`src/rtl/mem_perf_monitor.sv`:
```
// mem_perf_monitor: passive monitor on the cluster-to-memory request/response
// bus. Counts fired reads and writes, accumulates outstanding-read latency and
// (optionally) back-to-back same-address requests. Never touches the bus.
//
// Build option: define MEM_PERF_SAME_ACCESS_EN to enable same-address
// tracking; when undefined, same_access is tied to zero.
//
// Pipeline: fire events are registered in stage 1 and accumulated into the
// counters in stage 2, so an event firing in cycle N is visible in cycle N+2.
// pending_reads and perf_err are updated directly (not staged).
module mem_perf_monitor #(
    parameter int ADDR_WIDTH  = 26,
    parameter int CTR_WIDTH   = 44,
    parameter int MAX_PENDING = 64,
    localparam int PEND_W     = $clog2(MAX_PENDING + 1)
) (
    input  logic                  clk,
    input  logic                  reset_n,
    input  logic                  clear,
    input  logic                  mem_req_valid,
    input  logic                  mem_req_ready,
    input  logic                  mem_req_rw,
    input  logic [ADDR_WIDTH-1:0] mem_req_addr,
    input  logic                  mem_rsp_valid,
    input  logic                  mem_rsp_ready,
    output logic [CTR_WIDTH-1:0]  mem_reads,
    output logic [CTR_WIDTH-1:0]  mem_writes,
    output logic [CTR_WIDTH-1:0]  mem_latency,
    output logic [CTR_WIDTH-1:0]  same_access,
    output logic [PEND_W-1:0]     pending_reads,
    output logic                  perf_err
);

    localparam logic [PEND_W-1:0] PEND_MAX = PEND_W'(MAX_PENDING);

    logic req_fire;
    logic rsp_fire;
    logic rd_fire;
    logic wr_fire;
    logic same_hit;

    assign req_fire = mem_req_valid & mem_req_ready;
    assign rsp_fire = mem_rsp_valid & mem_rsp_ready;
    assign rd_fire  = req_fire & ~mem_req_rw;
    assign wr_fire  = req_fire & mem_req_rw;

    // ------------------------------------------------------------------
    // Outstanding-read tracking
    // ------------------------------------------------------------------
    logic [PEND_W-1:0] pending_q, pending_d;
    logic              perf_err_q, perf_err_d;
    logic              err_set;

    // Saturating pending count; overflow/underflow raise the sticky error.
    always_comb begin
        pending_d = pending_q;
        err_set   = 1'b0;
        if (rd_fire && !rsp_fire) begin
            if (pending_q == PEND_MAX) begin
                err_set = 1'b1;
            end else begin
                pending_d = pending_q + PEND_W'(1);
            end
        end else if (rsp_fire && !rd_fire) begin
            if (pending_q == '0) begin
                err_set = 1'b1;
            end else begin
                pending_d = pending_q - PEND_W'(1);
            end
        end
        // clear leaves pending alone since traffic is still in flight
        perf_err_d = clear ? 1'b0 : (perf_err_q | err_set);
    end

    // Pending count and sticky error registers.
    always_ff @(posedge clk or negedge reset_n) begin
        if (!reset_n) begin
            pending_q  <= '0;
            perf_err_q <= 1'b0;
        end else begin
            pending_q  <= pending_d;
            perf_err_q <= perf_err_d;
        end
    end

    // ------------------------------------------------------------------
    // Same-address detection
    // ------------------------------------------------------------------
`ifdef MEM_PERF_SAME_ACCESS_EN
    logic [ADDR_WIDTH-1:0] prev_addr_q, prev_addr_d;
    logic                  prev_valid_q, prev_valid_d;

    // Remember the last fired address; clear forces the next request to miss.
    always_comb begin
        same_hit     = req_fire & prev_valid_q & (mem_req_addr == prev_addr_q);
        prev_addr_d  = req_fire ? mem_req_addr : prev_addr_q;
        prev_valid_d = clear ? 1'b0 : (prev_valid_q | req_fire);
    end

    // Previous-request address registers.
    always_ff @(posedge clk or negedge reset_n) begin
        if (!reset_n) begin
            prev_addr_q  <= '0;
            prev_valid_q <= 1'b0;
        end else begin
            prev_addr_q  <= prev_addr_d;
            prev_valid_q <= prev_valid_d;
        end
    end
`else
    logic unused_addr;
    assign unused_addr = ^mem_req_addr;
    assign same_hit    = 1'b0;
`endif

    // ------------------------------------------------------------------
    // Stage 1: registered events and latency snapshot
    // ------------------------------------------------------------------
    logic              s1_rd_q, s1_rd_d;
    logic              s1_wr_q, s1_wr_d;
    logic              s1_same_q, s1_same_d;
    logic [PEND_W-1:0] s1_snap_q, s1_snap_d;

    // Capture this cycle's events; snapshot is pending before its update.
    always_comb begin
        s1_rd_d   = clear ? 1'b0 : rd_fire;
        s1_wr_d   = clear ? 1'b0 : wr_fire;
        s1_same_d = clear ? 1'b0 : same_hit;
        s1_snap_d = clear ? '0   : pending_q;
    end

    // Stage 1 registers.
    always_ff @(posedge clk or negedge reset_n) begin
        if (!reset_n) begin
            s1_rd_q   <= 1'b0;
            s1_wr_q   <= 1'b0;
            s1_same_q <= 1'b0;
            s1_snap_q <= '0;
        end else begin
            s1_rd_q   <= s1_rd_d;
            s1_wr_q   <= s1_wr_d;
            s1_same_q <= s1_same_d;
            s1_snap_q <= s1_snap_d;
        end
    end

    // ------------------------------------------------------------------
    // Stage 2: wrapping counters
    // ------------------------------------------------------------------
    logic [CTR_WIDTH-1:0] reads_q, reads_d;
    logic [CTR_WIDTH-1:0] writes_q, writes_d;
    logic [CTR_WIDTH-1:0] latency_q, latency_d;
    logic [CTR_WIDTH-1:0] same_q, same_d;

    // Accumulate stage-1 events; clear drops whatever is still in stage 1.
    always_comb begin
        if (clear) begin
            reads_d   = '0;
            writes_d  = '0;
            latency_d = '0;
            same_d    = '0;
        end else begin
            reads_d   = reads_q   + CTR_WIDTH'(s1_rd_q);
            writes_d  = writes_q  + CTR_WIDTH'(s1_wr_q);
            latency_d = latency_q + CTR_WIDTH'(s1_snap_q);
            same_d    = same_q    + CTR_WIDTH'(s1_same_q);
        end
    end

    // Counter registers.
    always_ff @(posedge clk or negedge reset_n) begin
        if (!reset_n) begin
            reads_q   <= '0;
            writes_q  <= '0;
            latency_q <= '0;
            same_q    <= '0;
        end else begin
            reads_q   <= reads_d;
            writes_q  <= writes_d;
            latency_q <= latency_d;
            same_q    <= same_d;
        end
    end

    assign mem_reads     = reads_q;
    assign mem_writes    = writes_q;
    assign mem_latency   = latency_q;
`ifdef MEM_PERF_SAME_ACCESS_EN
    assign same_access   = same_q;
`else
    assign same_access   = '0;
`endif
    assign pending_reads = pending_q;
    assign perf_err      = perf_err_q;

endmodule

```
`config.mk`:
```
export PLATFORM = sky130hd
export DESIGN_NAME = mem_perf_monitor
export DESIGN_NICKNAME = d
export VERILOG_FILES = /design/src/rtl/mem_perf_monitor.sv
export SDC_FILE = /design/constraint.sdc
export NUM_CORES = 1
export LEC_CHECK = 0
export CAP_MARGIN = 20
export CORE_UTILIZATION = 39
export CTS_BUF_LIST = sky130_fd_sc_hd__clkbuf_8
export DETAILED_ROUTE_END_ITERATION = 6
export GPL_TIMING_DRIVEN = 0
export PLACE_DENSITY = 0.67
export SLEW_MARGIN = 20
export SYNTH_ARGS = -nofsm -noshare
export SYNTH_HDL_FRONTEND = slang
export SYNTH_SLANG_ARGS = --single-unit
export TNS_END_PERCENT = 5
```
`constraint.sdc`:
```
create_clock -name clk -period 2.75 [get_ports clk]
set_input_delay 0.275 -clock clk [delete_from_list [all_inputs] [get_ports clk]]
set_output_delay 0.275 -clock clk [all_outputs]
set_load 0.05 [all_outputs]
```
==> results.yml, run 1 <==
power:
  swShare_pct: 35.0
  leakagePower_nw: 4.21
  p_seq_share_pct: 42.7
  max-vdd-ir-drop_uv: 644
  p_clk_share_pct: 29.9
  power.share.combinational_pct: 27.4
  internal_power_mw: 3.73
  p_per_area_nw_per_um2: 547
  netSwitchingPower_mw: 2.01
drt:
  vias: 6865
  via_per_inst: 5.10
  post-route-drc-count: 0
  dr.first_iter.drc_count: 290
  drtAntennaViolNets: 0
  wire_per_inst_um: 15.1
  drtPass1Iterations: 4
  wirelength_um: 20300
clock_tree:
  htree_levels: 4
  clk-insertion-delay-late_ps: 460
  cts_tree: "yes"
  cts_root_buf: "clkbuf_8"
  cts_buffer_depth: 2
  path_clk_slew_ps: 90
  numCtsBuffers: 17
  clock_sinks: 149
global_route:
  grt_pass1_vias: 6578
  grt_start_max_net_pins: 77
  grt_pass1_wl_um: 33700
  antenna_found_initial: 1
  track_usage_pct: 19.6
  grt_overflow: 0
synthesis:
  synth_top_family_by_area: "simple AND/OR/NAND/NOR gates"
  synth-xor-area-share_pct: 8.77
  yosysUniqueCellTypes: 45
  syn-cell-area_um2: 8090
  synth.mux.area_fraction_pct: 0.836
  avgSynthCellArea_um2: 9.48
  synth_ff_type: "dfrtp_1"
  yosys.area_share.simple_pct: 24.7
  ys_seq_area_share_pct: 46.1
  async_flop_share_pct: 100
  ys_ff_latch: 149
  synth_adder_area_share_pct: 3.28
  yosysWarningCount: 0
  synth_edf_count: 0
  postSynthCellCount: 853
  synth_compound_area_share_pct: 9.22
timing:
  fmax_mhz: 391
  rsz0062_at_grt: "yes"
  setup_viol: 0
  fin_crit_sh_pct: 93.1
  drv_slew: 0
  slew-limit-headroom_pct: 42.0
  setup-tns-final_ps: 0
  fin_crit_ps: 2560
  hold_viol: 0
  fin_worst_skew_ps: 15.9
  fin_ws_ps: 190
  tightest_slew_ps: 862
die:
  io_pins: 218
  std_cell_rows: 52
  die_area_um2: 21300
  core_area_um2: 20300
  die_x_um: 146
  initial_core_util_pct: 39.8
  die_h_um: 146
critical_path:
  worstSetupStartpointType: "register"
  cp-end-kind: "register"
  crit_path_max_fanout: 10
  cp.depth: 9
  crit_chain: "ha_1 -> o211ai_1 -> o211ai_1 -> buf_4 -> nand2_2 -> clkbuf_1 -> buf_2 -> xnor2_1 -> nor2_1"
  crit_top_cell: "o211ai_1"
  crit_family: "buffers and inverters"
  cpPeakStageDelay_ps: 400
  path_class: "register to register"
  cp_num_buf_inv: 3
  slowest_stage: "dfrtp_1"
  cp.required_ps: 3070
  r2r_cells: 9
  arrival_ps: 2880
final_layout:
  drive_gt1_share_pct: 9.39
  antennaDiodeCount: 0
  layout.nets: 1118
  area_growth_pct: 29.8
placement:
  gp_congestion: 0.812
  io_buffers: 146
  pre_cts_slack_ps: -161
  hpwl_um: 14500
worst_hold_path:
  whs_path_depth: 2
  hold_path_class: "input port to register"
run:
  maxCapViolations: 0
run_status:
  outcome: "complete, no violations"
==> metrics by stage <==
stage	cells	total power, mW	util, %	hold slack [ps]	instance area (um^2)
finish	1346	5.75	51.7	309	10500
global route	1346	6.06	51.7	343	10500
CTS	1344	5.79	51.6	321	10500
detailed placement	1313	4.05	49.7	274	10100
global placement	1312	4.04	49.5	501	10000
floorplan	896	3.62	-	-20.6	8250
==> per-layer routing <==
metal	vias up	global-route usage, %	wire length, um
met2	143	31.7	9660
li1	3377	-	-
met4	0	5.31	233
met1	3327	26.7	9560
met5	-	0	0
met3	18	4.04	863
==> cell usage after synthesis, types with 6 or more instances <==
cell,count,area (um^2)
and4_1,17,149
nor2b_1,18,113
o31ai_1,30,225
buf_4,45,338
nand2_1,49,184
xnor2_1,52,455
nand4_1,31,194
nor3_1,9,45.0
xor2_1,29,254
and3_1,14,87.6
ha_1,18,225
nand3_1,37,185
or3_1,18,113
a21oi_1,61,305
inv_1,25,93.8
nor4_1,18,113
or4_1,33,248
clkbuf_1,29,109
and2_1,6,37.5
mux2_2,6,67.6
nor2_1,96,360
dfrtp_1,149,3730
o21ai_0,22,110
==> registers in the layout (all words and copies together) (netlist names) <==
| register | count |
|---|---|
| s1_wr_q | 1 |
| perf_err | 1 |
| mem_latency | 44 |
| s1_snap_q | 7 |
| pending_reads | 7 |
| mem_writes | 44 |
| s1_rd_q | 1 |
| mem_reads | 44 |
==> cells in the final DEF (no fill, tap or decap), drive strengths merged, types with 22 or more instances in the layout <==
master / Yosys / routed
nand3: 39 / 39
xnor2: 52 / 52
buf: 50 / 54
o31ai: 30 / 30
nand2: 49 / 49
conb: 1 / 44
clkbuf: 29 / 46
inv: 25 / 30
dfrtp: 149 / 149
nand4: 32 / 32
or4: 33 / 33
xor2: 29 / 29
clkdlybuf4s50: 0 / 145
a21oi: 61 / 61
nor2: 96 / 96
o21ai: 22 / 22
==> timing repair <==
item,in CTS,in global routing
endpoints found under the hold margin,73,0
endpoints found under the setup margin,10,22
hold buffers,1,0
cloned,0,0
setup buffers,0,2
gates resized for setup,0,3
pin swaps,0,1
==> final cells by class <==
type / count / area (um^2)
sequential: 149 / 3730
tap: 270 / 338
buffer: 78 / 468
fill: 1897 / 9800
inverter: 25 / 93.8
timing repair buffer: 150 / 1520
clock buffer: 18 / 248
multi-input combinational: 643 / 3960
clock inverter: 13 / 146
==> path summary, 6_finish.rpt <==
path | slack, ps | from | to
max | 190 | mem_latency[2] | mem_latency[7]
max reg2reg | 190 | mem_latency[2] | mem_latency[7]
min | 310 | clear | mem_reads[1]
max in group asynchronous | 1590 | reset_n | mem_reads[0]
min in group asynchronous | 350 | reset_n | mem_writes[16]
min reg2reg | 530 | perf_err | perf_err
==> kinds of logic (layout without fill, tap and decap cells) <==
| logic type | Yosys count | count (layout) |
|---|---|---|
| mux | 6 | 6 |
| buf+inv | 104 | 284 |
| other cells | 1 | 44 |
| compound gates | 127 | 127 |
| xor+xnor | 81 | 81 |
| simple gates | 365 | 365 |
| fa+ha+maj | 20 | 20 |
| flops | 149 | 149 |
==> power by group through the flow <==
stage	sequential [mW]	combinational, mW	clock, mW
after CTS	2.46	1.56	1.78
after detailed placement	2.50	1.55	0
after floorplan	2.80	0.818	0
final	2.46	1.58	1.72
after global placement	2.50	1.54	0
after global routing	2.48	1.72	1.87
Note: power is estimated with default switching activity, not from simulation.
==> inputs of run 2 (changes only) <==
- CAP_MARGIN: 20 -> 0
- CORE_MARGIN: unset -> 10
- REMOVE_ABC_BUFFERS: unset -> 1
==> results.yml, run 2 (synthesized netlist as in run 1, its figures left out) <==
run_status:
  outcome: "complete, no violations"
timing:
  fin_crit_sh_pct: 96.0
  drv_slew: 0
  slew-limit-headroom_pct: 41.3
  fin_worst_skew_ps: 17.4
  setup_viol: 0
  holdWs_ps: 249
  fin_ws_ps: 110
  fin_crit_ps: 2640
  rsz0062_at_grt: "yes"
  tightest_slew_ps: 872
  fmax_mhz: 379
  hold_viol: 0
clock_tree:
  clk-insertion-delay-late_ps: 440
  clock_sinks: 149
  cts_buffer_depth: 2
  numCtsBuffers: 17
  path_clk_slew_ps: 90
  htree_levels: 4
  cts_root_buf: "clkbuf_8"
  cts_tree: "yes"
power:
  p_clk_share_pct: 28.1
  swShare_pct: 36.9
  total_power_mw: 5.52
  max-vdd-ir-drop_uv: 683
  internal_power_mw: 3.48
  p_per_area_nw_per_um2: 548
  netSwitchingPower_mw: 2.04
  power.share.combinational_pct: 27.5
  leakagePower_nw: 3.93
  p_seq_share_pct: 44.4
critical_path:
  r2r_cells: 6
  crit_top_cell: "o211ai_1"
  worstSetupStartpointType: "register"
  slowest_stage: "o211ai_1"
  crit_chain: "ha_1 -> o211ai_1 -> o211ai_1 -> nand2_4 -> nor4b_1 -> mux2_2"
  path_class: "register to register"
  r2r_slack_ps: 110
  cp-end-kind: "register"
  cp.required_ps: 3070
  cpPeakStageDelay_ps: 570
  r2r-end: "mem_latency[43]"
  r2r-start: "mem_latency[4]"
  arrival_ps: 2960
  crit_path_max_fanout: 27
final_layout:
  multi_input_area_um2: 3980
  layout.nets: 1045
  stdcell_area_um2: 10100
  drive_gt1_share_pct: 5.58
  regArea_um2: 3730
  area_growth_pct: 24.5
  final_core_utilization_pct: 49.6
  fillCellCount: 1902
  final_cell_mix: "dfrtp_1 (149), clkdlybuf4s50_1 (145), nor2_1 (96)"
  antennaDiodeCount: 0
  final_common_cell: "dfrtp_1"
run:
  maxCapViolations: 0
global_route:
  antenna_found_initial: 0
  track_usage_pct: 15.6
  grt_pass1_vias: 6757
  grt_overflow: 0
  met3_usage_pct: 5.18
  grt_pass1_wl_um: 34700
  grt.busiest_layer: "met2"
  use_met1_pct: 19.6
  grt_start_max_net_pins: 86
  gr-usage-met2_pct: 25.5
drt:
  drtAntennaViolNets: 0
  post-route-drc-count: 0
  wire_per_inst_um: 16.3
  wirelength_um: 20800
  vias: 6625
  via_per_inst: 5.20
  drtPass1Iterations: 4
  dr.first_iter.drc_count: 396
worst_hold_path:
  hold_path_class: "input port to register"
  whs_path_depth: 2
  min_to: "mem_writes[3]"
  min_from: "clear"
die:
  std_cell_rows: 52
  die_h_um: 164
  initial_core_util_pct: 39.8
  die_area_um2: 26900
  die_x_um: 164
  io_pins: 218
  core_area_um2: 20300
placement:
  pre_cts_slack_ps: -310
  hpwl_um: 14500
  dpl_cell_area_um2: 9650
  gp_congestion: 0.787
  io_buffers: 147
run 2: worst max-delay path, delay by kind of cell (launching register included):
| kind | cells | cell delay, ps |
|---|---|---|
| adder cells (fa/ha/maj) | 1 | 370 |
| AND/OR/NAND/NOR | 2 | 700 |
| AO/OA/AOI/OAI | 2 | 700 |
| flip-flops | 1 | 380 |
| multiplexers | 1 | 370 |
run 2: metrics by stage:
step	instances	TNS (ps)
6_report	1274	0
3_3_place_gp	1234	-1067230
3_5_place_dp	1236	-2330
2_1_floorplan	817	0
4_1_cts	1270	0
5_1_grt	1274	-173
run 2: layout make-up:
class                      instances  share of cell area (%)
multi-input combinational        644                    39.6
timing repair buffer             154                    15.6
clock inverter                    14                    1.03
inverter                          25                   0.932
tap                              270                    3.36
sequential                       149                    37.0
clock buffer                      18                    2.46
run 2: how the worst max path moves through the flow:
| stage | from | to | depth (start not counted) |
|---|---|---|---|
| finish | mem_latency[4] | mem_latency[43] | 6 |
| global route | mem_latency[4] | mem_latency[43] | 6 |
| CTS | mem_writes[0] | mem_writes[39] | 6 |
| detailed placement | mem_latency[4] | mem_latency[43] | 6 |
| global placement | reset_n | mem_latency[33] | 1 |
| floorplan | mem_writes[0] | mem_writes[38] | 7 |
run 2: routing by layer:
metal,wire [um],up-vias,part of all wire (%)
met1,9110,3220,44
met3,1340,10,6.4
met2,10200,151,49
met5,0,-,0
li1,-,3244,-
met4,160,0,0.77
run 2: power groups by stage:
| stage | sequential (mW) | clock (mW) | combinational [mW] |
|---|---|---|---|
| floorplan | 2.80 | 0 | 0.732 |
| global placement | 2.50 | 0 | 1.49 |
| detailed placement | 2.50 | 0 | 1.51 |
| CTS | 2.45 | 1.63 | 1.53 |
| global route | 2.48 | 1.72 | 1.67 |
| finish | 2.45 | 1.55 | 1.52 |
run 2: repair_timing:
item / 4_1_cts / 5_1_grt
resized for setup: 3 / 2
gates cloned: 1 / 0
setup endpoints to repair: 17 / 23
pin swaps: 1 / 1
buffers inserted: 0 / 4
endpoints found under the hold margin: 64 / 0
hold buffers: 1 / 0
==> inputs of run 3 (changes only) <==
- CTS_CLUSTER_SIZE: unset -> 30
- SLEW_MARGIN: 20 -> unset
- clock period: 2.75 -> 3.45 ns (I/O delays scaled with it)
==> results.yml, run 3 (synthesized netlist as in run 1, its figures left out) <==
power:
  p_per_area_nw_per_um2: 459
  leakagePower_nw: 3.95
  max-vdd-ir-drop_uv: 511
critical_path:
  crit_path_max_fanout: 27
  r2r_slack_ps: 380
  crit_path_start: "mem_latency[4]"
  cp.depth: 6
  arrival_ps: 3400
  crit_family: "simple AND/OR/NAND/NOR gates"
  r2r-end: "mem_latency[43]"
  worstSetupStartpointType: "register"
  cp.required_ps: 3780
  cp-end-kind: "register"
  slowest_stage: "nand2_1"
  cpPeakStageDelay_ps: 670
  crit_top_cell: "o211ai_1"
  crit_chain: "ha_1 -> o211ai_1 -> o211ai_1 -> nand2_1 -> nor4b_1 -> mux2_2"
  r2r-start: "mem_latency[4]"
  path_class: "register to register"
  cp_num_buf_inv: 0
  r2r_cells: 6
final_layout:
  area_growth_pct: 24.6
  final_core_utilization_pct: 49.6
  final_cell_mix: "dfrtp_1 (149), clkdlybuf4s50_1 (145), nor2_1 (96)"
  drive_gt1_share_pct: 4.90
  stdcell_area_um2: 10100
  antennaDiodeCount: 0
  final_common_cell: "dfrtp_1"
  layout.nets: 1040
clock_tree:
  htree_levels: 4
  cts_tree: "yes"
  cts_buffer_depth: 2
  clk-insertion-delay-late_ps: 450
  cts_root_buf: "clkbuf_8"
  cts_resized: 0
  clock_sinks: 149
  numCtsBuffers: 17
  postCtsSetupBuffers: 0
  path_clk_slew_ps: 90
timing:
  rsz0062_at_grt: "no"
  setup-tns-final_ps: 0
  slew-limit-headroom_pct: 36.4
  fin_worst_skew_ps: 14.9
  drv_slew: 0
  tightest_slew_ps: 945
  fin_crit_ps: 3070
  fin_ws_ps: 381
  fmax_mhz: 326
  setup_viol: 0
  fin_crit_sh_pct: 89.0
  hold_viol: 0
run_status:
  outcome: "complete, no violations"
drt:
  vias: 6631
  post-route-drc-count: 0
  dr.first_iter.drc_count: 359
  via_per_inst: 5.23
  wire_per_inst_um: 16.2
  wirelength_um: 20600
  drtAntennaViolNets: 0
  drtPass1Iterations: 4
global_route:
  track_usage_pct: 15.5
  grt_pass1_vias: 6684
  grt_overflow: 0
  grt_pass1_wl_um: 34500
  antenna_found_initial: 0
  grt_start_max_net_pins: 86
placement:
  pre_cts_slack_ps: 400
  dpl_cell_area_um2: 9640
  hpwl_um: 14500
  gp_congestion: 0.787
  io_buffers: 147
worst_hold_path:
  min_to: "mem_writes[3]"
  hold_path_class: "input port to register"
  whs_path_depth: 2
  min_from: "clear"
die:
  die_h_um: 164
  std_cell_rows: 52
  core_area_um2: 20300
  initial_core_util_pct: 39.8
  die_x_um: 164
  io_pins: 218
  die_area_um2: 26900
run:
  maxCapViolations: 0
run 3: cell types whose count changed in the layout (fill, tap and decap cells not counted), sizes merged:
| cell | before | now |
|---|---|---|
| clkinvlp | 5 | 1 |
| buf | 8 | 4 |
| bufinv | 0 | 3 |
| nand4b | 4 | 3 |
| clkinv | 5 | 6 |
run 3: worst max-delay path by stage:
| stage | slack [ps] | to |
|---|---|---|
| after floorplan | 730 | mem_writes[38] |
| after global placement | -4320 | mem_latency[33] |
| after detailed placement | 400 | mem_latency[43] |
| after CTS | 380 | mem_latency[43] |
| after global routing | 120 | mem_latency[43] |
| final | 380 | mem_latency[43] |
run 3: area by class of cell:
class / count / area [um^2]
clock buffers: 18 / 248
clock inverters: 14 / 175
fillers: 1922 / 10200
inverters: 25 / 93.8
multi-input cells: 643 / 3950
flip-flops and latches: 149 / 3730
well taps: 270 / 338
repair buffers: 150 / 1540
run 3: power by group:
group	internal [mW]	switching, mW
Sequential	1.85	0.108
Combinational	0.409	0.794
Clock	0.744	0.728
Total	3.00	1.63
run 3: timing repair:
action / in CTS / in global routing
endpoints found under the hold margin: 64 / 0
hold buffers: 1 / 0
endpoints found under the setup margin: 0 / 0
run 3: through the flow:
step                      power (mW)  std cells  hold WS, ps
after global placement          3.18       1234          520
after floorplan                 2.82        817         49.4
after global routing            4.91       1269          333
after detailed placement        3.19       1236          382
final                           4.63       1269          324
after CTS                       4.70       1269          309
run 3: worst reg2reg max path: stages (launching register included):
cell	delay, ps
dfrtp_1	390
ha_1	370
o211ai_1	130
o211ai_1	490
nand2_1	670
nor4b_1	530
mux2_2	380
run 3: per-layer routing:
layer | routed length, um | share of wire, % | vias to the layer above | track usage (%)
met2 | 10000 | 49 | 142 | 25.3
met5 | 0 | 0 | - | 0
li1 | - | - | 3230 | -
met3 | 1220 | 5.9 | 13 | 4.58
met4 | 156 | 0.76 | 0 | 3.74
met1 | 9170 | 45 | 3246 | 19.6
